`src/rtl/fetch_unit.sv`:
```
// Instruction fetch stage: drives the I-memory request at cur_pc, buffers the
// returned word while ID is stalled, and loads the IF/ID pipeline register.
module fetch_unit #(
    parameter logic [15:0] RESET_PC = 16'h0000,
    parameter logic [15:0] NOP_INST = 16'h0800,
    parameter int unsigned TIMEOUT  = 15
) (
    input  logic        clk,
    input  logic        rst,
    output logic [15:0] cur_pc,
    input  logic [15:0] pre_pc,
    input  logic        redirect,
    input  logic [15:0] redirect_pc,
    input  logic        stall,
    output logic        mem_req,
    input  logic        mem_ready,
    input  logic [15:0] mem_data,
    output logic [15:0] id_inst,
    output logic [15:0] id_pc,
    output logic        id_valid,
    output logic        fetch_err
);

    localparam int unsigned WAIT_W      = 4;
    localparam logic [WAIT_W-1:0] TIMEOUT_CNT = WAIT_W'(TIMEOUT);

    typedef enum logic {
        FETCH = 1'b0,
        HOLD  = 1'b1
    } state_t;

    state_t              state;
    logic [15:0]         holdInst;
    logic [15:0]         holdPc;
    logic [15:0]         holdNext;
    logic [WAIT_W-1:0]   waitCnt;
    logic [WAIT_W-1:0]   waitNext;

    // Saturating memory-wait count for the current fetch.
    assign waitNext = (waitCnt >= TIMEOUT_CNT) ? TIMEOUT_CNT : waitCnt + WAIT_W'(1);

    // Request follows state directly; held low while reset is asserted.
    assign mem_req = (state == FETCH) && rst;

    always_ff @(posedge clk or negedge rst) begin
        if (!rst) begin
            state     <= FETCH;
            cur_pc    <= RESET_PC;
            id_inst   <= NOP_INST;
            id_pc     <= 16'h0000;
            id_valid  <= 1'b0;
            fetch_err <= 1'b0;
            waitCnt   <= '0;
            holdInst  <= 16'h0000;
            holdPc    <= 16'h0000;
            holdNext  <= 16'h0000;
        end else if (redirect) begin
            // Correction wins over everything; any word returning now is dropped.
            state    <= FETCH;
            cur_pc   <= redirect_pc;
            id_inst  <= NOP_INST;
            id_pc    <= 16'h0000;
            id_valid <= 1'b0;
            waitCnt  <= '0;
            holdInst <= 16'h0000;
            holdPc   <= 16'h0000;
            holdNext <= 16'h0000;
        end else begin
            case (state)
                FETCH: begin
                    if (mem_ready) begin
                        waitCnt <= '0;
                        if (!stall) begin
                            id_inst  <= mem_data;
                            id_pc    <= cur_pc;
                            id_valid <= 1'b1;
                            cur_pc   <= pre_pc;
                        end else begin
                            holdInst <= mem_data;
                            holdPc   <= cur_pc;
                            holdNext <= pre_pc;
                            state    <= HOLD;
                        end
                    end else begin
                        waitCnt <= waitNext;
                        if (waitNext == TIMEOUT_CNT) begin
                            fetch_err <= 1'b1;
                        end
                        if (!stall) begin
                            id_inst  <= NOP_INST;
                            id_valid <= 1'b0;
                        end
                    end
                end
                HOLD: begin
                    // Release the buffered word once ID can take it.
                    if (!stall) begin
                        id_inst  <= holdInst;
                        id_pc    <= holdPc;
                        id_valid <= 1'b1;
                        cur_pc   <= holdNext;
                        state    <= FETCH;
                    end
                end
                default: begin
                    state <= FETCH;
                end
            endcase
        end
    end

endmodule

```
`config.mk`:
```
export PLATFORM = sky130hd
export DESIGN_NAME = fetch_unit
export DESIGN_NICKNAME = d
export VERILOG_FILES = /design/src/rtl/fetch_unit.sv
export SDC_FILE = /design/constraint.sdc
export NUM_CORES = 1
export LEC_CHECK = 0
export BUFFER_PORTS_ARGS = -buffer_cell sky130_fd_sc_hd__buf_4
export CORE_MARGIN = 5
export CORE_UTILIZATION = 48
export CTS_CLUSTER_SIZE = 20
export DETAILED_ROUTE_END_ITERATION = 12
export PLACE_DENSITY = 0.83
export SYNTH_ARGS = -nofsm -noshare
export SYNTH_HDL_FRONTEND = slang
export SYNTH_SLANG_ARGS = --single-unit
```
`constraint.sdc`:
```
create_clock -name clk -period 1.4 [get_ports clk]
set_input_delay 0.28 -clock clk [delete_from_list [all_inputs] [get_ports clk]]
set_output_delay 0.28 -clock clk [all_outputs]
set_load 0.1 [all_outputs]
```
Word-level counts from Yosys, hierarchy flattened. Cells that the tools add are included.

Word-level logic and storage cells: 69. Register bits: 103. Output and inout bits: 51. Input port bits: 53.

Eq/ne operators: 6. Reductions and logical operators: 7. Muxes and demuxes: 41. Add/sub/neg operators: 1. $lt $le $gt $ge: 1. Bitwise gates (word level): 3.

Operators with widths (count): 2-to-1 mux 16 bit (25); one-hot mux 16 bit (2 select lines) (3); 2-to-1 mux 4 bit (4); inequality test 3 bit, second input constant (3); 2-to-1 mux 1 bit (7); AND reduction 3 bit (2); adder 4 x 1 -> 4 bit, second input constant (1); equality test 4 bit, second input constant (1); greater-or-equal comparator 4 bit, second input constant (1); inequality test 4 bit, second input constant (1); one-hot mux 1 bit (2 select lines) (2); AND reduction 4 bit (1); nonzero test 2 bit (2); NOT 1 bit (3); inequality test 2 bit, second input constant (1); AND reduction 2 bit (1); logical AND 1 bit (1).

Depth between registers and ports, before layout. Gate-level depths: netlist of run 1.

Word-level depth: 5. Mapped depth: 6. Depth with buffers taken out: 4.

Worst setup path after synthesis of run 1. No wires, ideal clock.

Path kind: register to output. Start: reg state. End: out mem_req. Cell stages (with the launch flop): 4. Path slack: -1.007 ns. Buffers on the path: 2. Arrival: 2.127 ns. Path through: dfrtp_1 > buf_4 > clkbuf_1 > nor2b_1.

Word-level cells in the longest chain between the ends: 2.

Ends and longest elaborated chain: from (decl) (line 32) `state_t state;`; from (signal assigned) (line 47) `state <= FETCH;`; from (signal assigned) (line 59) `state <= FETCH;`; from (signal assigned) (line 82) `state <= HOLD;`; NOT 1 bit (no line); logical AND 1 bit (line 43) `assign mem_req = (state == FETCH) && rst;`; to (decl) (line 15) `output logic mem_req,`.

No other way between the ends.

Worst setup path after layout of run 1.
Start: reg state. End: reg cur_pc[8].

Word-level cells in the longest chain between the ends: 3. Elaborated cells between the ends (all ways): 7. Those cells by class: eq/ne: 3; mux: 2; bitwise: 1; reduce/logical: 1.

Ends and longest elaborated chain: NOT 1 bit (no line); inequality test 3 bit (no line) or one-hot mux 16 bit (2 select lines) (tied branches); AND reduction 3 bit (no line) or 2-to-1 mux 16 bit (tied branches); to (signal assigned) (line 60) `cur_pc <= redirect_pc;`; to (signal assigned) (line 77) `cur_pc <= pre_pc;`; to (signal assigned) (line 101) `cur_pc <= holdNext;`; to (decl) (line 10) `output logic [15:0] cur_pc,`.

Several ways; a longest one is shown, not always the timed one. A chain may end at the register's enable or synchronous reset.

==> results of run 1 <==
## metrics by stage
stage	std cells	setup WS (ns)
2_1_floorplan	366	-0.0885
3_3_place_gp	566	-0.0783
3_5_place_dp	566	-0.142
4_1_cts	592	-0.145
5_1_grt	599	-0.183
6_report	599	-0.138
## cells in the final DEF (no fill, tap or decap), drive strengths merged
cell type | netlist | layout
a41o | 1 | 1
a221o | 16 | 16
and2 | 1 | 1
o2bb2ai | 1 | 1
nor2 | 2 | 2
a22o | 48 | 48
nand3b | 1 | 1
a221oi | 15 | 15
a311oi | 1 | 1
mux2i | 32 | 32
nor4b | 1 | 1
ha | 1 | 1
clkbuf | 14 | 14
buf | 23 | 137
dfstp | 1 | 1
clkinv | 0 | 1
a21o | 16 | 16
dfrtp | 102 | 102
bufbuf | 0 | 2
nand3 | 2 | 2
o21bai | 1 | 1
nand2 | 2 | 2
nor4 | 1 | 1
nor2b | 18 | 18
nand2b | 1 | 1
a21oi | 7 | 7
a41oi | 1 | 1
maj3 | 1 | 1
clkinvlp | 0 | 2
and3 | 1 | 1
nor3 | 49 | 49
bufinv | 0 | 1
inv | 4 | 6
o21ai | 2 | 2
## worst max path at each step
stage | slack, ns | depth (start not counted) | end
after floorplan | -0.09 | 3 | mem_req
after global placement | -0.08 | 4 | holdNext[10]
after detailed placement | -0.14 | 4 | holdPc[1]
after CTS | -0.15 | 3 | mem_req
after global routing | -0.18 | 3 | mem_req
final | -0.14 | 6 | cur_pc[8]
## cell families after synthesis
kind of cell / synth area share (%)
muxes: 7.08
buffers and inverters: 5.31
adders and majority gates: 0.497
AOI/OAI and AO/OA: 20.7
and+or+nand+nor: 9.48
DFF: 57.0
## what timing repair did
action                                  in CTS  in global routing
setup buffers                                7                  1
endpoints found under the setup margin      89                102
gates resized for setup                     27                 26
endpoints found under the hold margin        0                  0
cloned                                       4                  6
pin swaps                                    2                  2
## registers in the layout, summed over array words and instances (netlist names)
signal,cells
cur_pc,16
fetch_err,1
holdInst,16
holdNext,16
holdPc,16
id_inst,16
id_pc,16
id_valid,1
state,1
waitCnt,4
## critical path: stages, from the launching register on
cell and delay, ns:
dfrtp_2 0.46, buf_4 0.16, o21bai_4 0.20, buf_6 0.15
buf_16 0.12, nor3_1 0.05, a221o_1 0.28
## metal layers
layer	vias to the layer above	global-route usage, %	share of wire, %
met2	166	36.2	51
met1	1848	28.3	42
li1	1631	-	-
met4	0	6.03	2.1
met3	24	2.77	5.0
met5	-	0	0
## layout make-up
cell class	count	area [um2]	area share, %
Sequential cell	103	2580	41.6
Multi-Input combinational cell	222	1790	28.9
Timing Repair Buffer	144	1480	23.8
Tap cell	111	139	2.24
Clock buffer	9	124	2.00
Clock inverter	6	67.6	1.09
Inverter	4	17.5	0.282
## power by group through the flow
stage	Sequential [uW]	Combinational [uW]	Clock (uW)
2_1_floorplan	4070	479	0
3_3_place_gp	3330	1730	0
3_5_place_dp	3340	1750	0
4_1_cts	3290	1860	1870
5_1_grt	3330	2050	2010
6_report	3300	1960	1860
==> out/results.ini, run 1 <==
[clocking]
clockBufferDepth = 2
cts_tree = done
cts_hold_buf = 0
insertion_delay_ns = 0.35
clkTransAtPathRegs_ns = 0.10
cts_made_buffers = 9
root_buffer = clkbuf_8
htree_levels = 3
cts_sinks = 103

[worst_setup_path]
reg2reg_from = state
rrSetupSlack_ns = -0.14
cp.arrival_ns = 1.78
worstPathRequired_ns = 1.64
critical_path.startpoint = state
r2r_end = cur_pc[8]
crit_fanout = 10
crit_path_start_kind = flop
end_kind = flop
ff2ff_path_depth = 6
path_class = flop to flop

[grt]
grtUsageTotal_pct = 21.2
grt_pass1_wl_um = 19400
grt_pass1_vias = 3785
antenna_found_initial = 0
grt_max_degree = 104
grt_remaining_overflow = 0

[placement]
gp_congestion = 0.827
port_buffers = 103
placed_area_mm2 = 0.00547
dp_hpwl_um = 7420

[status]
status = finished, violations left
violations = negative setup slack

[power_and_ir_drop]
power.density_mw_per_mm2 = 1150
combPwrFrac_pct = 27.5
cell_internal_pwr_uw = 4630
power.leakage_uw = 0.00301
p_clk_share_pct = 26.1
pwr-share-seq_pct = 46.4
swShare_pct = 34.9
power.switching_uw = 2490
vdd_drop_max_v = 0.000633
power.total_uw = 7120

[sta]
setup_viol = 84
layout_setup_ws_ns = -0.138
fmax_mhz = 650
hold_violations = 0
post-route-period-util_pct = 110
setup_tns_ns = -5.37
skew_ns = 0.0132
rsz0062_at_grt = yes
relSlewSlack_pct = 64.5
tightest_slew_ns = 0.533
fin_crit_ns = 1.54
slew_violations = 0
fin_hold_ws_ns = 0.0108

[logic_synthesis]
netlist_area_mm2 = 0.00453
yosys_warnings = 0
syn_area_per_cell_um2 = 12.4
yosysSeqAreaShare_pct = 57.0
synth_top_area_cell = dfrtp_1
synth.area.top_cells = dfrtp_1 (56%), a22o_1 (9.3%), mux2i_1 (7.1%), nor3_1 (5.3%), a221o_1 (3.5%)
synthCells = 366
synth.most_common_cell = dfrtp_1
ys_seq_elements = 103
synth.top_cell.area_share_pct = 56.4
syn-num-nets = 420
synth_edf_count = 0
yosys-top-cells-count = dfrtp_1 (102), a22o_1 (48), nor3_1 (48)
synthFlopType = dfrtp_1
synth_cell_type_count = 36
async_flop_share_pct = 100

[routing]
first_iter_violations = 316
viasPerCell = 6.13
ant_nets = 0
drt_wl_total_um = 12900
wire_per_inst_um = 21.5
route.detailed.drc = 0
vias = 3669
firstDrtPassIters = 4

[floorplan]
start_util_pct = 49.2
rows = 35
placeableCoreArea_mm2 = 0.00920
num_io_pins = 104
fp.dieH_um = 107
die_w_um = 107
dieArea_mm2 = 0.0115

[run]
maxCapViolCount = 0

[finish]
stdcell_area_mm2 = 0.00620
nets = 538
fillers = 638
areaGrowthSynthToFinish_pct = 37.0
drive_gt1_share_pct = 36.5
fin_util_pct = 67.4
antenna_cells = 0

[min_path]
hold_path_class = primary input to async pin

Power figures use the tool's default switching activity.
==> run 2, diff against run 1 <==
SETUP_SLACK_MARGIN = 0.15   (was not set)
==> out/results.ini, run 2 (synthesized netlist as in run 1, its figures left out) <==
[worst_setup_path]
crit_fanout = 8  ; -2
end_kind = flop
path_class = flop to flop
rrSetupSlack_ns = -0.27  ; -0.13 ns
reg2reg_from = state
r2r_end = holdPc[2]
worstPathRequired_ns = 1.70  ; +0.06 ns
cp.arrival_ns = 1.97  ; +0.19 ns
crit_path_start_kind = flop
ff2ff_path_depth = 7  ; +1

[status]
violations = negative hold slack, negative setup slack
status = finished, violations left

[finish]
fillers = 418  ; -34%
antenna_cells = 0  ; unchanged
final_cells = 658  ; +9.8%
drive_gt1_share_pct = 51.6  ; +15 points
nets = 596  ; +11%
areaGrowthSynthToFinish_pct = 68.0
layout_commonest_cell = buf_4
layout_common_cells = buf_4 (106), dfrtp_1 (84), buf_12 (62)
stdcell_area_mm2 = 0.00761  ; +23%

[clocking]
cts_sinks = 103  ; unchanged
insertion_delay_ns = 0.37  ; +0.02 ns
root_buffer = clkbuf_8
cts_made_buffers = 9  ; unchanged
cts_hold_buf = 0  ; unchanged
cts_tree = done
clkTransAtPathRegs_ns = 0.11  ; about the same
clockBufferDepth = 2  ; unchanged
htree_levels = 3  ; unchanged

[min_path]
hold_path_class = primary input to async pin

[sta]
hold_violations = 7  ; +7
setup_tns_ns = -16.27  ; -10.90 ns
slew_violations = 0  ; unchanged
layout_setup_ws_ns = -0.269  ; -0.130 ns
skew_ns = 0.0125  ; -0.000768 ns
fmax_mhz = 599  ; -7.8%
post-route-period-util_pct = 119  ; +9.3 points
relSlewSlack_pct = 63.0  ; -1.5 points
tightest_slew_ns = 0.555  ; +0.0221 ns
rsz0062_at_grt = yes
setup_viol = 103  ; +23%
fin_crit_ns = 1.67  ; +0.130 ns
fin_hold_ws_ns = -0.0167  ; -0.0275 ns

[grt]
antenna_found_initial = 0  ; unchanged
grt_max_degree = 104  ; unchanged
grt_remaining_overflow = 0  ; unchanged
grt_pass1_wl_um = 21700  ; +12%
grt_pass1_vias = 4032  ; +6.5%
grtUsageTotal_pct = 24.1  ; +2.9 points

[power_and_ir_drop]
cell_internal_pwr_uw = 5180  ; +12%
swShare_pct = 35.4  ; +0.46 points
power.switching_uw = 2840  ; +14%
vdd_drop_max_v = 0.000844  ; +33%
combPwrFrac_pct = 32.7  ; +5.2 points
power.density_mw_per_mm2 = 1050  ; -8.3%
pwr-share-seq_pct = 41.8  ; -4.6 points
p_clk_share_pct = 25.5  ; -0.6 points
power.leakage_uw = 0.00356  ; +18%

[routing]
firstDrtPassIters = 5  ; +1
wire_per_inst_um = 26.3  ; +22%
ant_nets = 0  ; unchanged
vias = 4245  ; +16%
drt_wl_total_um = 17300  ; +34%
viasPerCell = 6.45  ; +5.3%
route.detailed.drc = 0  ; unchanged
first_iter_violations = 402  ; +27%

[run]
maxCapViolCount = 0  ; unchanged

[placement]
dp_cells = 568  ; +0.35%
dp_hpwl_um = 7780  ; +4.8%
port_buffers = 103  ; unchanged
placed_area_mm2 = 0.00556  ; +1.6%
gp_congestion = 0.746  ; -9.7%

[floorplan]
placeableCoreArea_mm2 = 0.00920  ; unchanged
dieArea_mm2 = 0.0115  ; unchanged
num_io_pins = 104  ; unchanged
start_util_pct = 49.2  ; unchanged
rows = 35  ; unchanged
fp.dieH_um = 107  ; unchanged
die_w_um = 107  ; unchanged

## run 2: changes by cell type in the layout (fill, tap and decap cells not counted), sizes merged
cell      before  now
buf          137  194
inv            6    7
clkbuf        14   18
bufbuf         2    0
clkinvlp       2    1
## run 2: power by group through the flow
stage               clock network [uW]  logic [uW]  registers, uW
floorplan                            0         490           4080
global placement                     0        1750           3340
detailed placement                   0        1780           3350
CTS                               2020        2290           3320
global route                      2140        2700           3370
finish                            2040        2620           3350
## run 2: critical path, stage by stage, from the launching register on
cell,delay (ns)
dfrtp_4,0.52
buf_8,0.16
buf_8,0.13
nor3_4,0.20
buf_6,0.15
buf_6,0.13
clkbuf_16,0.16
a22o_1,0.16
## run 2: what timing repair did
item,in CTS,in global routing
gates cloned,3,10
pin swaps,14,28
setup endpoints to repair,150,154
resized for setup,173,66
setup buffers,41,20
## run 2: stage by stage
| stage | utilization (%) | setup WS, ns | power [uW] |
|---|---|---|---|
| after floorplan | - | -0.0885 | 4570 |
| after global placement | 60.4 | -0.0166 | 5100 |
| after detailed placement | 60.4 | -0.128 | 5130 |
| after CTS | 75.2 | -0.195 | 7620 |
| after global routing | 82.7 | -0.294 | 8200 |
| final | 82.7 | -0.269 | 8010 |
## run 2: area by class of cell
cell class,instances,area (um2),area share [%]
Timing Repair Buffer,202,2620,34.5
Inverter,4,22.5,0.296
Clock inverter,6,75.1,0.987
Tap cell,111,139,1.83
Multi-Input combinational cell,222,2010,26.4
Sequential cell,103,2600,34.2
Clock buffer,10,138,1.81
## run 2: worst max-delay path by stage
stage               startpoint          end  cells past startpoint
detailed placement       state   holdPc[15]                      4
global route             state  holdNext[0]                      7
global placement         state  holdNext[9]                      4
floorplan                state      mem_req                      3
CTS                      state      mem_req                      3
finish                   state    holdPc[2]                      7
## run 2: layer usage
layer	vias to the layer above	track usage [%]	routed length, um
met4	0	10.6	628
met1	2149	32.1	6710
li1	1754	-	-
met2	277	39.2	8610
met5	-	0	0
met3	65	3.79	1370
==> run 3, diff against run 2 <==
CAP_MARGIN = 25   (was not set)
SKIP_CTS_REPAIR_TIMING = 1   (was not set)
TNS_END_PERCENT = 5   (was not set)
==> out/results.ini, run 3 (synthesized netlist as in run 1, its figures left out) <==
[clocking]
cts_tree = done
cts_sinks = 103  ; unchanged
clkTransAtPathRegs_ns = 0.11  ; about the same
insertion_delay_ns = 0.37  ; about the same
htree_levels = 3  ; unchanged
cts_made_buffers = 9  ; unchanged
clockBufferDepth = 2  ; unchanged
root_buffer = clkbuf_8

[grt]
grtUsageMet3_pct = 2.83  ; -0.96 points
antenna_found_initial = 0  ; unchanged
grt_remaining_overflow = 0  ; unchanged
top_usage_layer = met2
grt_util_met1_pct = 26.7  ; -5.4 points
grtUsageTotal_pct = 20.0  ; -4.1 points
grt_pass1_wl_um = 18200  ; -16%
use_met2_pct = 33.5  ; -5.7 points
grt_max_degree = 104  ; unchanged
grt_pass1_vias = 3518  ; -13%

[finish]
seq_area_mm2 = 0.00258  ; -0.86%
layout_common_cells = dfrtp_1 (100), buf_4 (66), a22o_1 (48)
drive_gt1_share_pct = 34.2  ; -17 points
fillers = 624  ; +49%
antenna_cells = 0  ; unchanged
areaGrowthSynthToFinish_pct = 40.4
multi_input_area_mm2 = 0.00180  ; -10%
nets = 520  ; -13%
stdcell_area_mm2 = 0.00636  ; -16%
final_cells = 582  ; -12%
layout_commonest_cell = dfrtp_1
fin_util_pct = 69.1  ; -14 points

[worst_setup_path]
worstPathRequired_ns = 1.12  ; -0.58 ns
path_class = flop to output pin
crit_fanout = 5  ; -3
cp_common_cell = buf_12
reg2reg_from = state
critPathSlowestCell = dfrtp_2
cpPeakStageDelay_ns = 0.47  ; -0.05 ns
rrSetupSlack_ns = -0.10  ; +0.17 ns
crit_path_start_kind = flop
crit_chain = buf_12, nor2b_4, buf_12
ff2ff_path_depth = 4  ; -3
cp.arrival_ns = 1.28  ; -0.69 ns
end_kind = output pin
r2r_end = cur_pc[3]

[sta]
fin_hold_ws_ns = -0.0841  ; -0.0674 ns
setup_viol = 45  ; -56%
tightest_slew_ns = 0.592  ; +0.0371 ns
post-route-period-util_pct = 112  ; -7.6 points
relSlewSlack_pct = 60.5  ; -2.5 points
fmax_mhz = 640  ; +6.8%
rsz0062_at_grt = yes
hold_violations = 27  ; +20
skew_ns = 0.0143  ; +0.00180 ns
layout_setup_ws_ns = -0.162  ; +0.106 ns
slew_violations = 0  ; unchanged
fin_crit_ns = 1.56  ; -0.106 ns

[power_and_ir_drop]
vdd_drop_max_v = 0.000672  ; -20%
power.switching_uw = 2550  ; -10%
combPwrFrac_pct = 26.4  ; -6.3 points
pwr-share-seq_pct = 44.4  ; +2.6 points
power.density_mw_per_mm2 = 1180  ; +12%
power.leakage_uw = 0.00299  ; -16%
swShare_pct = 34.0  ; -1.4 points
cell_internal_pwr_uw = 4950  ; -4.3%
p_clk_share_pct = 29.2  ; +3.7 points

[routing]
vias = 3535  ; -17%
drt_wl_total_um = 11800  ; -32%
wire_per_inst_um = 20.2  ; -23%
route.detailed.drc = 0  ; unchanged
firstDrtPassIters = 4  ; -1
ant_nets = 0  ; unchanged
viasPerCell = 6.07  ; -5.9%
first_iter_violations = 215  ; -47%

[floorplan]
dieArea_mm2 = 0.0115  ; unchanged
fp.dieH_um = 107  ; unchanged
start_util_pct = 49.2  ; unchanged
die_w_um = 107  ; unchanged
rows = 35  ; unchanged
num_io_pins = 104  ; unchanged
placeableCoreArea_mm2 = 0.00920  ; unchanged

[placement]
dp_cells = 558  ; -1.8%
placed_area_mm2 = 0.00545  ; -1.9%
gp_congestion = 0.787  ; +5.5%
dpl_worst_slack_ns = -0.0472  ; +0.0805 ns
port_buffers = 103  ; unchanged
dp_hpwl_um = 7320  ; -5.8%

[status]
status = finished, violations left
violations = negative hold slack, negative setup slack

[min_path]
hold_path_class = primary input to async pin

[run]
maxCapViolCount = 0  ; unchanged

==> run 3: cell count changes in the layout (fill, tap and decap cells not counted), sizes merged <==
| cell | before | now |
|---|---|---|
| clkbuf | 18 | 11 |
| buf | 194 | 125 |
| clkinv | 1 | 0 |
| bufinv | 1 | 2 |
==> run 3: final cells by class <==
type,instances,share of cell area (%)
sequential,103,40.6
multi-input combinational,222,28.3
timing repair buffer,126,25.0
tap,111,2.18
clock buffer,10,2.16
clock inverter,6,1.55
inverter,4,0.236
==> run 3: power by group through the flow <==
stage	logic, uW	clock network [uW]	registers [uW]
after floorplan	480	0	4070
after global placement	1720	0	3330
after detailed placement	1750	0	3340
after CTS	1750	2200	3280
after global routing	2080	2330	3350
final	1980	2190	3330
==> run 3: worst max path at each step <==
stage / from / to / slack, ns / cells after the start
2_1_floorplan: state / mem_req / -0.09 / 3
3_3_place_gp: waitCnt[1] / fetch_err / 0.04 / 4
3_5_place_dp: state / waitCnt[0] / -0.05 / 4
4_1_cts: state / mem_req / -0.36 / 3
5_1_grt: state / mem_req / -0.21 / 3
6_report: state / mem_req / -0.16 / 3
==> run 3: worst max-delay path, delay by kind of cell (launching register included) <==
kind,cells,cell delay [ns]
DFF,1,0.47
buffers and inverters,2,0.33
and+or+nand+nor,1,0.12
==> run 3: metrics by stage <==
| step | setup TNS [ns] | power (uW) |
|---|---|---|
| after global routing | -5.04 | 7770 |
| after global placement | 0 | 5050 |
| after floorplan | -0.0885 | 4550 |
| after CTS | -0.743 | 7240 |
| after detailed placement | -0.126 | 5090 |
| final | -1.78 | 7500 |
==> run 3: per-layer routing <==
metal / part of all wire [%] / routed length [um]
met3: 4.3 / 507
met1: 42 / 4970
met2: 52 / 6110
met5: 0 / 0
met4: 1.6 / 185
